==> src/rtl/arcade_input_pkg.sv <==
// Shared constants, scancodes and the rotation helper for the arcade input front end.
package arcade_input_pkg;

  localparam int BIT_R     = 0;
  localparam int BIT_L     = 1;
  localparam int BIT_D     = 2;
  localparam int BIT_U     = 3;
  localparam int BIT_FIRE1 = 4;
  localparam int BIT_FIRE2 = 5;
  localparam int BIT_START = 6;

  localparam logic [7:0] SC_UP       = 8'h75;
  localparam logic [7:0] SC_DOWN     = 8'h72;
  localparam logic [7:0] SC_LEFT     = 8'h6B;
  localparam logic [7:0] SC_RIGHT    = 8'h74;
  localparam logic [7:0] SC_P1_F1_A  = 8'h29;
  localparam logic [7:0] SC_P1_F1_B  = 8'h14;
  localparam logic [7:0] SC_P1_F2    = 8'h11;
  localparam logic [7:0] SC_P1_ST_A  = 8'h16;
  localparam logic [7:0] SC_P1_ST_B  = 8'h05;
  localparam logic [7:0] SC_P2_UP    = 8'h2D;
  localparam logic [7:0] SC_P2_DOWN  = 8'h2B;
  localparam logic [7:0] SC_P2_LEFT  = 8'h23;
  localparam logic [7:0] SC_P2_RIGHT = 8'h34;
  localparam logic [7:0] SC_P2_F1    = 8'h1C;
  localparam logic [7:0] SC_P2_F2    = 8'h1B;
  localparam logic [7:0] SC_P2_ST_A  = 8'h1E;
  localparam logic [7:0] SC_P2_ST_B  = 8'h06;
  localparam logic [7:0] SC_COIN0    = 8'h2E;
  localparam logic [7:0] SC_COIN1    = 8'h36;

  typedef enum logic [1:0] {
    ROT_NONE = 2'd0,
    ROT_CW   = 2'd1,
    ROT_CCW  = 2'd2,
    ROT_180  = 2'd3
  } rot_mode_e;

  // dir is {U,D,L,R}; each output direction takes the listed source direction.
  function automatic logic [3:0] rotate(input logic [3:0] dir, input rot_mode_e mode);
    case (mode)
      ROT_NONE: rotate = dir;
      ROT_CW:   rotate = {dir[BIT_L], dir[BIT_R], dir[BIT_D], dir[BIT_U]};
      ROT_CCW:  rotate = {dir[BIT_R], dir[BIT_L], dir[BIT_U], dir[BIT_D]};
      ROT_180:  rotate = {dir[BIT_D], dir[BIT_U], dir[BIT_R], dir[BIT_L]};
      default:  rotate = dir;
    endcase
  endfunction

endpackage

==> src/rtl/input_pulse_stretch.sv <==
// Rising-edge triggered, non-retriggerable pulse of exactly LEN cycles.
module input_pulse_stretch #(
  parameter int LEN = 400000
) (
  input  logic clk_sys,
  input  logic reset_n,
  input  logic trig_in,
  output logic pulse_out
);

  localparam int CW = (LEN > 1) ? $clog2(LEN) : 1;

  logic [CW-1:0] cnt_r;
  logic          prev_r;

  // Edge detect always tracks the trigger so a held source cannot re-fire after the pulse.
  always_ff @(posedge clk_sys or negedge reset_n) begin
    if (!reset_n) begin
      prev_r    <= 1'b0;
      cnt_r     <= '0;
      pulse_out <= 1'b0;
    end else begin
      prev_r <= trig_in;
      if (pulse_out) begin
        if (cnt_r == '0) begin
          pulse_out <= 1'b0;
        end else begin
          cnt_r <= cnt_r - 1'b1;
        end
      end else if (trig_in && !prev_r) begin
        pulse_out <= 1'b1;
        cnt_r     <= CW'(LEN - 1);
      end else begin
        cnt_r <= cnt_r;
      end
    end
  end

endmodule

==> src/rtl/arcade_input_mapper.sv <==
// Keyboard/joystick merge, rotation and coin stretching for arcade cores.
// Optional autofire on fire1 is built when ARCADE_AUTOFIRE_EN is defined.
module arcade_input_mapper
  import arcade_input_pkg::*;
#(
  parameter int N_PLAYERS      = 2,
  parameter int N_COINS        = 2,
  parameter int COIN_PULSE_CYC = 400000,
  parameter int COIN_ON_START  = 1,
  parameter int AUTOFIRE_HALF  = 2000000
) (
  input  logic                    clk_sys,
  input  logic                    reset_n,
  input  logic [10:0]             ps2_key,
  input  logic [16*N_PLAYERS-1:0] joy_in,
  input  logic                    merge_joy,
  input  logic [1:0]              rot_mode,
  input  logic                    kbd_clear,
`ifdef ARCADE_AUTOFIRE_EN
  input  logic [N_PLAYERS-1:0]    autofire,
`endif
  output logic [8*N_PLAYERS-1:0]  ctl_out,
  output logic [N_COINS-1:0]      coin_out,
  output logic                    key_event
);

  localparam int COIN1_IDX = (N_COINS > 1) ? 1 : 0;

  logic             armed_r, old_toggle_r, event_s;
  logic [1:0][6:0]  kbd_r, kbd_nxt_s;
  logic [1:0]       coin_key_r, coin_nxt_s;
  logic [15:0]      joy_or_s;
  logic [6:0]       raw_s [N_PLAYERS];
  logic [N_PLAYERS-1:0] fire1_s;
  logic [8*N_PLAYERS-1:0] ctl_nxt_s;
  logic [N_COINS-1:0] trig_s;
  logic             unused_s;

  // The first cycle after reset only arms the toggle tracker so a pre-set toggle is not an event.
  assign event_s  = armed_r && (ps2_key[10] != old_toggle_r);
  assign unused_s = ^joy_or_s[15:7];

  // Scancode decode into held key states; clear overrides any coincident event.
  always_comb begin
    kbd_nxt_s  = kbd_r;
    coin_nxt_s = coin_key_r;
    if (kbd_clear) begin
      kbd_nxt_s  = '0;
      coin_nxt_s = 2'b00;
    end else if (event_s) begin
      case (ps2_key[7:0])
        SC_UP:                    kbd_nxt_s[0][BIT_U]     = ps2_key[9];
        SC_DOWN:                  kbd_nxt_s[0][BIT_D]     = ps2_key[9];
        SC_LEFT:                  kbd_nxt_s[0][BIT_L]     = ps2_key[9];
        SC_RIGHT:                 kbd_nxt_s[0][BIT_R]     = ps2_key[9];
        SC_P1_F1_A, SC_P1_F1_B:   kbd_nxt_s[0][BIT_FIRE1] = ps2_key[9];
        SC_P1_F2:                 kbd_nxt_s[0][BIT_FIRE2] = ps2_key[9];
        SC_P1_ST_A, SC_P1_ST_B:   kbd_nxt_s[0][BIT_START] = ps2_key[9];
        SC_P2_UP:                 kbd_nxt_s[1][BIT_U]     = ps2_key[9];
        SC_P2_DOWN:               kbd_nxt_s[1][BIT_D]     = ps2_key[9];
        SC_P2_LEFT:               kbd_nxt_s[1][BIT_L]     = ps2_key[9];
        SC_P2_RIGHT:              kbd_nxt_s[1][BIT_R]     = ps2_key[9];
        SC_P2_F1:                 kbd_nxt_s[1][BIT_FIRE1] = ps2_key[9];
        SC_P2_F2:                 kbd_nxt_s[1][BIT_FIRE2] = ps2_key[9];
        SC_P2_ST_A, SC_P2_ST_B:   kbd_nxt_s[1][BIT_START] = ps2_key[9];
        SC_COIN0:                 coin_nxt_s[0]           = ps2_key[9];
        SC_COIN1:                 coin_nxt_s[COIN1_IDX]   = ps2_key[9];
        default:                  kbd_nxt_s               = kbd_r;
      endcase
    end else begin
      kbd_nxt_s  = kbd_r;
      coin_nxt_s = coin_key_r;
    end
  end

  // Keyboard event tracking and held key state.
  always_ff @(posedge clk_sys or negedge reset_n) begin
    if (!reset_n) begin
      armed_r      <= 1'b0;
      old_toggle_r <= 1'b0;
      key_event    <= 1'b0;
      kbd_r        <= '0;
      coin_key_r   <= 2'b00;
    end else begin
      armed_r      <= 1'b1;
      old_toggle_r <= ps2_key[10];
      key_event    <= event_s;
      kbd_r        <= kbd_nxt_s;
      coin_key_r   <= coin_nxt_s;
    end
  end

  // Merge keyboard and joystick per player; only players 1-2 have keyboard keys.
  always_comb begin
    joy_or_s = 16'h0000;
    for (int p = 0; p < N_PLAYERS; p++) begin
      joy_or_s = joy_or_s | joy_in[16*p +: 16];
    end
    for (int p = 0; p < N_PLAYERS; p++) begin
      raw_s[p] = merge_joy ? joy_or_s[6:0] : joy_in[16*p +: 7];
      if (p < 2) begin
        raw_s[p] = raw_s[p] | kbd_r[1'(p)];
      end else begin
        raw_s[p] = raw_s[p];
      end
    end
  end

`ifdef ARCADE_AUTOFIRE_EN
  localparam int AFW = (AUTOFIRE_HALF > 1) ? $clog2(AUTOFIRE_HALF) : 1;

  logic [AFW-1:0]       af_cnt_r [N_PLAYERS];
  logic [AFW-1:0]       af_cnt_nxt_s [N_PLAYERS];
  logic [N_PLAYERS-1:0] af_r, af_nxt_s, af_prev_r;

  // Autofire phase: high from the first cycle of a press, toggling every AUTOFIRE_HALF cycles.
  always_comb begin
    for (int p = 0; p < N_PLAYERS; p++) begin
      if (!raw_s[p][BIT_FIRE1]) begin
        af_nxt_s[p]     = 1'b0;
        af_cnt_nxt_s[p] = '0;
      end else if (!af_prev_r[p]) begin
        af_nxt_s[p]     = 1'b1;
        af_cnt_nxt_s[p] = '0;
      end else if (af_cnt_r[p] == AFW'(AUTOFIRE_HALF - 1)) begin
        af_nxt_s[p]     = ~af_r[p];
        af_cnt_nxt_s[p] = '0;
      end else begin
        af_nxt_s[p]     = af_r[p];
        af_cnt_nxt_s[p] = af_cnt_r[p] + 1'b1;
      end
      fire1_s[p] = autofire[p] ? af_nxt_s[p] : raw_s[p][BIT_FIRE1];
    end
  end

  // Autofire counters and press tracking.
  always_ff @(posedge clk_sys or negedge reset_n) begin
    if (!reset_n) begin
      af_r      <= '0;
      af_prev_r <= '0;
      for (int p = 0; p < N_PLAYERS; p++) af_cnt_r[p] <= '0;
    end else begin
      af_r <= af_nxt_s;
      for (int p = 0; p < N_PLAYERS; p++) begin
        af_prev_r[p] <= raw_s[p][BIT_FIRE1];
        af_cnt_r[p]  <= af_cnt_nxt_s[p];
      end
    end
  end
`else
  logic unused_af_s;
  assign unused_af_s = AUTOFIRE_HALF[0];

  // Fire1 passes straight through.
  always_comb begin
    for (int p = 0; p < N_PLAYERS; p++) fire1_s[p] = raw_s[p][BIT_FIRE1];
  end
`endif

  // Output byte assembly: rotate directions, keep buttons, bit 7 tied low.
  always_comb begin
    ctl_nxt_s = '0;
    for (int p = 0; p < N_PLAYERS; p++) begin
      ctl_nxt_s[8*p +: 8] = {1'b0, raw_s[p][BIT_START], raw_s[p][BIT_FIRE2], fire1_s[p],
                             rotate(raw_s[p][3:0], rot_mode_e'(rot_mode))};
    end
  end

  // Registered control bytes.
  always_ff @(posedge clk_sys or negedge reset_n) begin
    if (!reset_n) begin
      ctl_out <= '0;
    end else begin
      ctl_out <= ctl_nxt_s;
    end
  end

  // Coin sources: coin keys, plus each start on coin min(p, N_COINS-1).
  always_comb begin
    trig_s = '0;
    for (int c = 0; c < N_COINS; c++) begin
      trig_s[c] = coin_key_r[1'(c)];
      for (int p = 0; p < N_PLAYERS; p++) begin
        if ((COIN_ON_START != 0) && (((p < N_COINS - 1) ? p : N_COINS - 1) == c)) begin
          trig_s[c] = trig_s[c] | raw_s[p][BIT_START];
        end else begin
          trig_s[c] = trig_s[c];
        end
      end
    end
  end

  for (genvar c = 0; c < N_COINS; c++) begin : g_coin
    input_pulse_stretch #(.LEN(COIN_PULSE_CYC)) u_stretch (
      .clk_sys   (clk_sys),
      .reset_n   (reset_n),
      .trig_in   (trig_s[c]),
      .pulse_out (coin_out[c])
    );
  end

endmodule

==> config.mk <==
export PLATFORM = sky130hd
export DESIGN_NAME = arcade_input_mapper
export DESIGN_NICKNAME = d
export VERILOG_FILES = /design/src/rtl/arcade_input_pkg.sv /design/src/rtl/input_pulse_stretch.sv /design/src/rtl/arcade_input_mapper.sv
export SDC_FILE = /design/constraint.sdc
export NUM_CORES = 1
export LEC_CHECK = 0
export ABC_AREA = 0
export BUFFER_PORTS_ARGS = -buffer_cell sky130_fd_sc_hd__buf_2
export CORE_ASPECT_RATIO = 0.75
export CORE_UTILIZATION = 40
export DETAILED_ROUTE_END_ITERATION = 10
export HOLD_SLACK_MARGIN = 0.06
export SYNTH_ARGS = -nofsm -noshare
export SYNTH_HDL_FRONTEND = slang
export SYNTH_SLANG_ARGS = --single-unit
==> constraint.sdc <==
create_clock -name clk_sys -period 2.05 [get_ports clk_sys]
set_input_delay 0.205 -clock clk_sys [delete_from_list [all_inputs] [get_ports clk_sys]]
set_output_delay 0.205 -clock clk_sys [all_outputs]
set_load 0.05 [all_outputs]
==> flow_metrics.env, run 1 <==
export IMPL_fin_util=0.516
export IMPL_cts_buffers=9
export IMPL_synth_edff_count=0
export IMPL_grt_start_max_net_pins=40
export IMPL_antenna_found_initial=0
export IMPL_cts_reportedPaths_clkPinSlew_ns=0.07
export IMPL_drt_iter0_markers=176
export IMPL_vias_per_cell=5.64
export IMPL_synth_seq_cells=59
export IMPL_gp_congestion=0.840
export IMPL_ys_seq_area_frac=0.444
export IMPL_finalMaxSlewViolations=0
export IMPL_path_max_fanout=5
export IMPL_dieArea_um2=8680
export IMPL_worstHoldEndpoint="ctl_out[6]"
export IMPL_finalHoldViolCount=0
export IMPL_synth_largest_area_cell="dfrtp_1"
export IMPL_first_pass_iters=5
export IMPL_fmax_mhz=465
export IMPL_hold_path_class="in2reg"
export IMPL_r2r_setup_slack_ns=-0.10
export IMPL_violations="setup timing"
export IMPL_diodes=0
export IMPL_path_buf_inv=0
export IMPL_crit_path_cell_trace="or4_4 > or4_4 > or4_4 > a21oi_2"
export IMPL_vias=2978
export IMPL_finalSetupTns_ns=-0.146
export IMPL_timing_rr_end="g_coin[0].u_stretch.cnt_r[16]"
export IMPL_antenna_left=0
export IMPL_setup_slack_ns=-0.102
export IMPL_cts_sinks=59
export IMPL_hold_start="joy_in[22]"
export IMPL_clockRootBuffer="clkbuf_8"
export IMPL_status="finished with violations"
export IMPL_synth_async_sr_flop_share=1.00
export IMPL_rr_startpoint="g_coin[0].u_stretch.cnt_r[3]"
export IMPL_synth_distinct_cells=53
export IMPL_dp_hpwl_um=5770
export IMPL_synth_top_area_frac=0.444
export IMPL_drive_above_1_share=0.281
export IMPL_clock_latency_ns=0.35
export IMPL_holdPathStages=2
export IMPL_place_inst=506
export IMPL_drv_cap=0
export IMPL_cts_tree="built"
export IMPL_grt_total_usage=0.204
export IMPL_final_cells=528
export IMPL_finalNetCount=469
export IMPL_syn_avg_cell_area_um2=9.66
export IMPL_setup_violations=2
export IMPL_end_kind="flip-flop"
export IMPL_critPathRequiredTime_ns=2.33
export IMPL_leakage_nw=1.76
export IMPL_placed_cell_area_um2=3830
export IMPL_startpoint_type="flip-flop"
export IMPL_ctsHtreeMaxLevel=3
export IMPL_wire_per_inst_um=15.3
export IMPL_port_buffers=46
export IMPL_start_util=0.416
export IMPL_grt_pass1_vias=2648
export IMPL_synth_area_um2=3320
export IMPL_die_height_um=81.0
export IMPL_power_density_nw_per_um2=719
export IMPL_ys_flop_type="dfrtp_1"
export IMPL_cp_arrival_ns=2.43
export IMPL_worst_hold_slack_ns=0.0861
export IMPL_io_pins=68
export IMPL_yosys_top_cells_area="dfrtp_1 44%, mux2i_1 4.8%, nor2_1 3.5%"
export IMPL_maxSlewHeadroom=0.627
export IMPL_ir_drop_mv=0.511
export IMPL_synth_warnings=0
export IMPL_cp_slowest_cell="or4_4"
export IMPL_fin_worst_skew_ns=0.00653
export IMPL_crit_top_cell="or4_4"
export IMPL_final_cell_mix="59 x dfrtp_1, 46 x buf_2, 33 x buf_4"
export IMPL_mostFrequentLayoutCell="dfrtp_1"
export IMPL_area_growth_syn_to_layout_pct=24.1
export IMPL_min_period_ns=2.15
export IMPL_grt_pass1_wl_um=13400
export IMPL_crit_family="simple AND/OR/NAND/NOR gates"
export IMPL_cts_buffer_depth=2
export IMPL_overflow=0
export IMPL_syn_inst=344
export IMPL_wirelength_um=8090
export IMPL_fin_area_um2=4130
export IMPL_coreArea_um2=7990
export IMPL_placementRows=28
export IMPL_critPathKind="reg2reg"
export IMPL_fin_crit_sh=1.05
export IMPL_r2r_cells=4
export IMPL_rsz0062_at_grt="true"
export IMPL_max_slew_worst_pin_slew_ns=0.556
export IMPL_fp_dieW_um=107
export IMPL_drcViolationCount=0
export IMPL_max_stage_delay_ns=0.58
## where the power goes
part / total [mW] / switching [mW] / internal, mW / leakage [nW]
logic: 0.534 / 0.316 / 0.219 / 0.994
clock network: 1.05 / 0.499 / 0.555 / 0.0950
registers: 1.38 / 0.118 / 1.26 / 0.673
total: 2.97 / 0.933 / 2.03 / 1.76
## layout make-up
class	instances	area, µm²
Clock buffer	9	124
Clock inverter	7	68.8
Fill cell	726	3860
Inverter	15	56.3
Multi-Input combinational cell	248	1720
Sequential cell	59	1480
Tap cell	105	131
Timing Repair Buffer	85	548
## cell usage after synthesis, types with 3 or more instances
cell       count
nor4_1         9
dfrtp_1       59
mux2i_1       16
o31ai_1        7
nor2_1        31
buf_4         11
nand3_1        6
a31oi_1        5
nand4_1       10
or4_1          7
nand2b_1       5
mux4_2         4
o211ai_1       7
o2111ai_1      3
a211o_1        7
nand2_1       22
o41ai_1        3
clkbuf_1      10
and3_1         4
and4b_1        3
nor3_1        14
nor4b_1        8
o21ai_0       18
inv_1         15
a21oi_1       10
nor4bb_1       3
a311oi_1       3
or3_1          7
## worst max path at each step
stage                                 startpoint                       endpoint  slack, ns  cells after the start
floorplan           g_coin[0].u_stretch.cnt_r[6]  g_coin[0].u_stretch.cnt_r[16]      -0.07                      4
global placement    g_coin[0].u_stretch.cnt_r[6]  g_coin[0].u_stretch.cnt_r[16]      -0.09                      4
detailed placement  g_coin[0].u_stretch.cnt_r[6]  g_coin[0].u_stretch.cnt_r[16]      -0.09                      4
CTS                 g_coin[0].u_stretch.cnt_r[6]  g_coin[0].u_stretch.cnt_r[16]      -0.11                      4
global route        g_coin[0].u_stretch.cnt_r[3]  g_coin[0].u_stretch.cnt_r[16]      -0.14                      4
finish              g_coin[0].u_stretch.cnt_r[3]  g_coin[0].u_stretch.cnt_r[16]      -0.10                      4
## what timing repair did
action	in CTS	in global routing
hold buffers	5	0
buffers inserted	0	1
gates resized for setup	0	11
endpoints found under the setup margin	1	21
pin swaps	0	4
cloned	0	0
endpoints found under the hold margin	23	0
## through the flow
stage          power [mW]  setup slack (ns)
3_3_place_gp         1.90           -0.0901
3_5_place_dp         1.92           -0.0918
5_1_grt              3.13            -0.145
2_1_floorplan        1.72           -0.0686
6_report             2.97            -0.102
4_1_cts              2.99            -0.109
## state kept, by name, indices dropped and copies added, names as in the netlist
name,cells
ctl_out,8
coin_key_r,1
g_coin.u_stretch.prev_r,1
old_toggle_r,1
kbd_r,7
g_coin.u_stretch.cnt_r,38
key_event,1
g_coin.u_stretch.pulse_out,2
## per-layer routing
metal,GRT usage,share of wire,vias to the layer above
met5,0,0,-
met4,0.0849,0.017,0
met2,0.290,0.42,102
met3,0.0490,0.061,14
met1,0.296,0.51,1410
li1,-,-,1452
## cell families (layout without fill, tap and decap cells)
family,count (synthesis),count (layout),share of synthesized area
muxes,21,21,0.0787
and+or+nand+nor,146,146,0.252
adders and majority gates,2,2,0.00753
DFF,59,59,0.444
buffers and inverters,38,116,0.0553
other,2,3,0.00226
xor gates and xnor gates,1,1,0.00264
AOI/OAI and AO/OA,75,75,0.158
Power figures use the tool's default switching activity.
==> run 2: changes to the inputs <==
Settings changed: CORE_UTILIZATION 40 to 30.
==> flow_metrics.env, run 2 (synthesis gave the netlist of run 1 again) <==
export IMPL_fin_crit_sh=1.03
export IMPL_cts_reportedPaths_clkPinSlew_ns=0.06
export IMPL_crit_family="simple AND/OR/NAND/NOR gates"
export IMPL_drcViolationCount=0
export IMPL_rsz0062_at_grt="true"
export IMPL_clock_latency_ns=0.32
export IMPL_end_kind="flip-flop"
export IMPL_max_slew_worst_pin_slew_ns=0.506
export IMPL_max_stage_delay_ns=0.54
export IMPL_r2r_cells=5
export IMPL_r2r_setup_slack_ns=-0.07
export IMPL_crit_path_cell_trace="or4_4 > or4_4 > buf_6 > or4_4 > nand3_2"
export IMPL_grt_total_usage=0.154
export IMPL_start_util=0.316
export IMPL_fill_cells=1017
export IMPL_maxSlewHeadroom=0.658
export IMPL_cp_slowest_cell="or4_4"
export IMPL_final_cell_mix="59 x dfrtp_1, 46 x buf_2, 33 x buf_4"
export IMPL_holdPathStages=2
export IMPL_area_growth_syn_to_layout_pct=28.2
export IMPL_finalMaxSlewViolations=0
export IMPL_dieArea_um2=11500
export IMPL_antenna_found_initial=0
export IMPL_wirelength_um=8160
export IMPL_finalNetCount=467
export IMPL_hold_start="joy_in[4]"
export IMPL_overflow=0
export IMPL_timing_rr_end="g_coin[0].u_stretch.cnt_r[12]"
export IMPL_port_buffers=46
export IMPL_placed_cell_area_um2=3880
export IMPL_path_max_fanout=3
export IMPL_min_period_ns=2.12
export IMPL_worstHoldEndpoint="ctl_out[4]"
export IMPL_coreArea_um2=10500
export IMPL_startpoint_type="flip-flop"
export IMPL_first_pass_iters=4
export IMPL_die_height_um=93.2
export IMPL_pre_cts_ws_ns=-0.0685
export IMPL_vias=2968
export IMPL_finalHoldViolCount=0
export IMPL_fmax_mhz=472
export IMPL_hold_path_class="in2reg"
export IMPL_wire_per_inst_um=14.7
export IMPL_antenna_left=0
export IMPL_setup_slack_ns=-0.0702
export IMPL_cp_arrival_ns=2.38
export IMPL_place_inst=539
export IMPL_grt_pass1_vias=2839
export IMPL_vias_per_cell=5.33
export IMPL_drt_iter0_markers=146
export IMPL_leakage_nw=1.82
export IMPL_cts_buffers=9
export IMPL_path_buf_inv=1
export IMPL_worst_hold_slack_ns=0.0819
export IMPL_violations="setup timing"
export IMPL_critPathRequiredTime_ns=2.31
export IMPL_cts_buffer_depth=2
export IMPL_grt_start_max_net_pins=60
export IMPL_ctsHtreeMaxLevel=3
export IMPL_fp_dieW_um=124
export IMPL_critPathKind="reg2reg"
export IMPL_final_cells=557
export IMPL_fin_worst_skew_ns=0.00819
export IMPL_diodes=0
export IMPL_top_regs="g_coin.u_stretch.cnt_r (38), ctl_out (8), kbd_r (7)"
export IMPL_drive_above_1_share=0.290
export IMPL_grt_pass1_wl_um=13700
export IMPL_gp_congestion=0.816
export IMPL_status="finished with violations"
export IMPL_ir_drop_mv=0.356
export IMPL_rr_startpoint="g_coin[0].u_stretch.cnt_r[6]"
export IMPL_top_register="g_coin.u_stretch.cnt_r"
export IMPL_cts_tree="built"
export IMPL_drv_cap=0
export IMPL_clockRootBuffer="clkbuf_16"
export IMPL_io_pins=68
export IMPL_placementRows=32
export IMPL_power_density_nw_per_um2=802
export IMPL_dp_hpwl_um=5930
export IMPL_power_total_mw=3.42
export IMPL_mostFrequentLayoutCell="dfrtp_1"
export IMPL_fin_area_um2=4260
export IMPL_largest_register_ff_count=38
export IMPL_crit_top_cell="or4_4"
export IMPL_cts_sinks=59
export IMPL_setup_violations=2
run 2: cell count changes in the layout (fill, tap and decap cells not counted), sizes merged:
| cell | previous run | this run |
|---|---|---|
| buf | 80 | 81 |
| dlygate4sd3 | 5 | 2 |
| inv | 15 | 17 |
| clkinv | 4 | 2 |
run 2: final cells by class:
type | instances | area (µm²) | share of cell area
clock buffer | 9 | 225 | 0.0529
clock inverter | 7 | 76.3 | 0.0179
inverter | 15 | 56.3 | 0.0132
multi-input combinational | 248 | 1730 | 0.405
sequential | 59 | 1480 | 0.347
tap | 136 | 170 | 0.0399
timing repair buffer | 83 | 529 | 0.124
run 2: metal layers:
metal  part of all wire  global-route usage  routed length, µm  vias to the layer above
met5                  0                   0                  0                        -
met4              0.015              0.0432                122                        0
met3              0.053              0.0500                431                       10
met2               0.43               0.224               3510                       90
met1               0.50               0.218               4100                     1423
li1                   -                   -                  -                     1445
run 2: how the worst max path moves through the flow:
| stage | start | endpoint | slack (ns) | depth (start not counted) |
|---|---|---|---|---|
| 2_1_floorplan | g_coin[0].u_stretch.cnt_r[6] | g_coin[0].u_stretch.cnt_r[16] | -0.07 | 4 |
| 3_3_place_gp | g_coin[0].u_stretch.cnt_r[6] | g_coin[0].u_stretch.cnt_r[16] | -0.06 | 4 |
| 3_5_place_dp | g_coin[0].u_stretch.cnt_r[6] | g_coin[0].u_stretch.cnt_r[12] | -0.07 | 5 |
| 4_1_cts | g_coin[0].u_stretch.cnt_r[6] | g_coin[0].u_stretch.cnt_r[12] | -0.08 | 5 |
| 5_1_grt | g_coin[0].u_stretch.cnt_r[6] | g_coin[0].u_stretch.cnt_r[12] | -0.11 | 5 |
| 6_report | g_coin[0].u_stretch.cnt_r[6] | g_coin[0].u_stretch.cnt_r[12] | -0.07 | 5 |
run 2: what timing repair did:
action	CTS	global route
hold buffers	2	0
resized for setup	3	10
buffers inserted	0	0
pin swaps	1	1
hold endpoints to repair	60	0
endpoints found under the setup margin	3	19
run 2: where the power goes:
part,leakage (nW),switching [mW],internal (mW)
logic,1.01,0.314,0.212
registers,0.673,0.118,1.26
clock network,0.142,0.562,0.948
run 2: per-stage QoR:
| stage | setup TNS [ns] | util |
|---|---|---|
| 5_1_grt | -0.254 | 0.405 |
| 3_5_place_dp | -0.181 | 0.369 |
| 3_3_place_gp | -0.111 | 0.369 |
| 4_1_cts | -0.129 | 0.400 |
| 2_1_floorplan | -0.0686 | - |
| 6_report | -0.117 | 0.405 |
==> run 3: changes to the inputs <==
Settings changed: PLACE_DENSITY_LB_ADDON set to 0.1, SYNTH_HIERARCHICAL set to 1.
==> flow_metrics.env, run 3 <==
export IMPL_grt_start_max_net_pins=61
export IMPL_rr_startpoint="g_coin[0].u_stretch/cnt_r[0]"
export IMPL_vias=2990
export IMPL_wire_per_inst_um=14.9
export IMPL_gp_congestion=0.759
export IMPL_critPathRequiredTime_ns=2.25
export IMPL_dieArea_um2=12600
export IMPL_finalNetCount=483
export IMPL_wirelength_um=8940
export IMPL_finalMaxSlewViolations=0
export IMPL_final_cell_mix="60 x dfrtp_1, 46 x buf_2, 33 x nor2_1"
export IMPL_dp_hpwl_um=6490
export IMPL_start_util=0.311
export IMPL_vias_per_cell=4.99
export IMPL_drcViolationCount=0
export IMPL_crit_family="simple AND/OR/NAND/NOR gates"
export IMPL_cts_buffers=9
export IMPL_setup_slack_ns=0.162
export IMPL_synth_top_area_frac=0.411
export IMPL_ys_flop_type="dfrtp_1"
export IMPL_seq_area_um2=1500
export IMPL_synth_area_um2=3650
export IMPL_cts_reportedPaths_clkPinSlew_ns=0.06
export IMPL_synth_edff_count=0
export IMPL_port_buffers=46
export IMPL_die_height_um=97.6
export IMPL_antenna_found_initial=0
export IMPL_p_sw_frac=0.261
export IMPL_cp_arrival_ns=2.09
export IMPL_final_cells=599
export IMPL_min_period_ns=1.89
export IMPL_finalHoldViolCount=0
export IMPL_ctsHtreeMaxLevel=3
export IMPL_coreArea_um2=11700
export IMPL_placementRows=34
export IMPL_grt_pass1_vias=2869
export IMPL_cp_startpoint="g_coin[0].u_stretch/cnt_r[0]"
export IMPL_p_int_mw=2.23
export IMPL_synth_largest_area_cell="dfrtp_1"
export IMPL_fill_cells=1210
export IMPL_ys_seq_area_frac=0.411
export IMPL_hold_path_class="in2reg"
export IMPL_startpoint_type="flip-flop"
export IMPL_cts_buffer_depth=2
export IMPL_fin_crit_sh=0.921
export IMPL_drive_above_1_share=0.288
export IMPL_cts_tree="built"
export IMPL_end_kind="flip-flop"
export IMPL_grt_total_usage=0.153
export IMPL_fp_dieW_um=129
export IMPL_path_max_fanout=4
export IMPL_mostFrequentLayoutCell="dfrtp_1"
export IMPL_path_buf_inv=2
export IMPL_maxSlewHeadroom=0.641
export IMPL_cp_slowest_cell="dfrtp_1"
export IMPL_first_pass_iters=6
export IMPL_fin_worst_skew_ns=0.00529
export IMPL_clockRootBuffer="clkbuf_16"
export IMPL_worst_hold_slack_ns=0.0844
export IMPL_diodes=0
export IMPL_pre_cts_ws_ns=0.141
export IMPL_top_register="g_coin.u_stretch/cnt_r"
export IMPL_cts_sinks=60
export IMPL_drt_iter0_markers=117
export IMPL_max_stage_delay_ns=0.42
export IMPL_overflow=0
export IMPL_antenna_left=0
export IMPL_clockPowerShare=0.509
export IMPL_placed_cell_area_um2=4150
export IMPL_finalSetupTns_ns=0
export IMPL_area_growth_syn_to_layout_pct=23.1
export IMPL_syn_avg_cell_area_um2=10.0
export IMPL_synth_seq_cells=60
export IMPL_critPathKind="reg2reg"
export IMPL_setup_violations=0
export IMPL_hold_start="joy_in[21]"
export IMPL_synth_warnings=6
export IMPL_ir_drop_mv=0.345
export IMPL_leakage_nw=1.89
export IMPL_fin_area_um2=4500
export IMPL_p_sw_uw=789
export IMPL_max_slew_worst_pin_slew_ns=0.537
export IMPL_rsz0062_at_grt="false"
export IMPL_drv_cap=0
export IMPL_syn_inst=365
export IMPL_io_pins=68
export IMPL_top_regs="g_coin.u_stretch/cnt_r (38), ctl_out (8), kbd_r (7)"
export IMPL_p_comb_frac=0.089
export IMPL_power_density_nw_per_um2=672
export IMPL_grt_pass1_wl_um=14800
export IMPL_seq_power_share=0.402
export IMPL_cts_setup_buffers=0
export IMPL_yosys_top_cells_area="dfrtp_1 41%, mux2i_1 6.0%, nand2b_1 3.4%"
export IMPL_synth_distinct_cells=60
export IMPL_synth_most_common_cell="dfrtp_1"
export IMPL_crit_path_cell_trace="inv_1 > ha_1 > buf_4 > or3b_1 > nor3_4 > a211oi_1 > mux2i_1"
export IMPL_clock_latency_ns=0.33
export IMPL_status="completed"
export IMPL_place_inst=579
export IMPL_synth_common_cells="60 x dfrtp_1, 33 x nor2_1, 28 x nand2_1"
export IMPL_largest_register_ff_count=38
export IMPL_multiInputGateArea_um2=2000
export IMPL_fmax_mhz=530
export IMPL_synth_async_sr_flop_share=1.00
## run 3: final timing paths
check / end / slack, ns / cells after the start
worst max register to register: g_coin[0].u_stretch/cnt_r[13] / 0.16 / 7
worst max-delay path: g_coin[0].u_stretch/cnt_r[13] / 0.16 / 7
max in group asynchronous: g_coin[0].u_stretch/prev_r / 1.36 / 3
min in group asynchronous: g_coin[1].u_stretch/cnt_r[2] / 0.42 / 3
worst min-delay path: ctl_out[5] / 0.08 / 2
worst min register to register: ctl_out[4] / 0.47 / 1
## run 3: area by class of cell
type                            instances  area share
Sequential cell                        60       0.334
Multi-Input combinational cell        275       0.444
Clock inverter                          7      0.0170
Inverter                               15      0.0125
Clock buffer                            9      0.0501
Tap cell                              162      0.0451
Timing Repair Buffer                   71      0.0979
## run 3: layer usage
metal	GRT usage	wire (µm)	vias to the layer above
met5	0	0	-
met4	0.0492	102	0
met3	0.0407	317	9
met2	0.210	3620	64
met1	0.229	4900	1449
li1	-	-	1468
## run 3: logic make-up after synthesis
logic type / after synthesis / share of synthesized area
and+or+nand+nor: 176 / 0.303
AOI/OAI and AO/OA: 65 / 0.139
DFF: 60 / 0.411
buffers and inverters: 33 / 0.0486
muxes: 26 / 0.0849
adders and majority gates: 2 / 0.00685
other: 2 / 0.00206
xor gates and xnor gates: 1 / 0.00445
## run 3: through the flow
step	utilization	total power [mW]
4_1_cts	0.382	3.08
6_report	0.383	3.02
2_1_floorplan	-	1.40
3_3_place_gp	0.353	1.50
3_5_place_dp	0.353	1.51
5_1_grt	0.383	3.15
## run 3: repair_timing
| item | CTS | global route |
|---|---|---|
| hold endpoints to repair | 63 | 0 |
| hold buffers | 4 | 0 |
| endpoints found under the setup margin | 0 | 10 |
| gates resized for setup | 0 | 2 |
## run 3: power groups by stage
| stage | combinational [mW] | sequential (mW) | clock, mW |
|---|---|---|---|
| 2_1_floorplan | 0.108 | 1.29 | 0 |
| 3_3_place_gp | 0.268 | 1.24 | 0 |
| 3_5_place_dp | 0.268 | 1.24 | 0 |
| 4_1_cts | 0.274 | 1.22 | 1.59 |
| 5_1_grt | 0.291 | 1.22 | 1.64 |
| 6_report | 0.269 | 1.22 | 1.54 |
## run 3: worst register-to-register path: stages, from the launching register on
cell,delay (ns)
dfrtp_1,0.42
inv_1,0.07
ha_1,0.17
buf_4,0.13
or3b_1,0.41
nor3_4,0.28
a211oi_1,0.14
mux2i_1,0.14
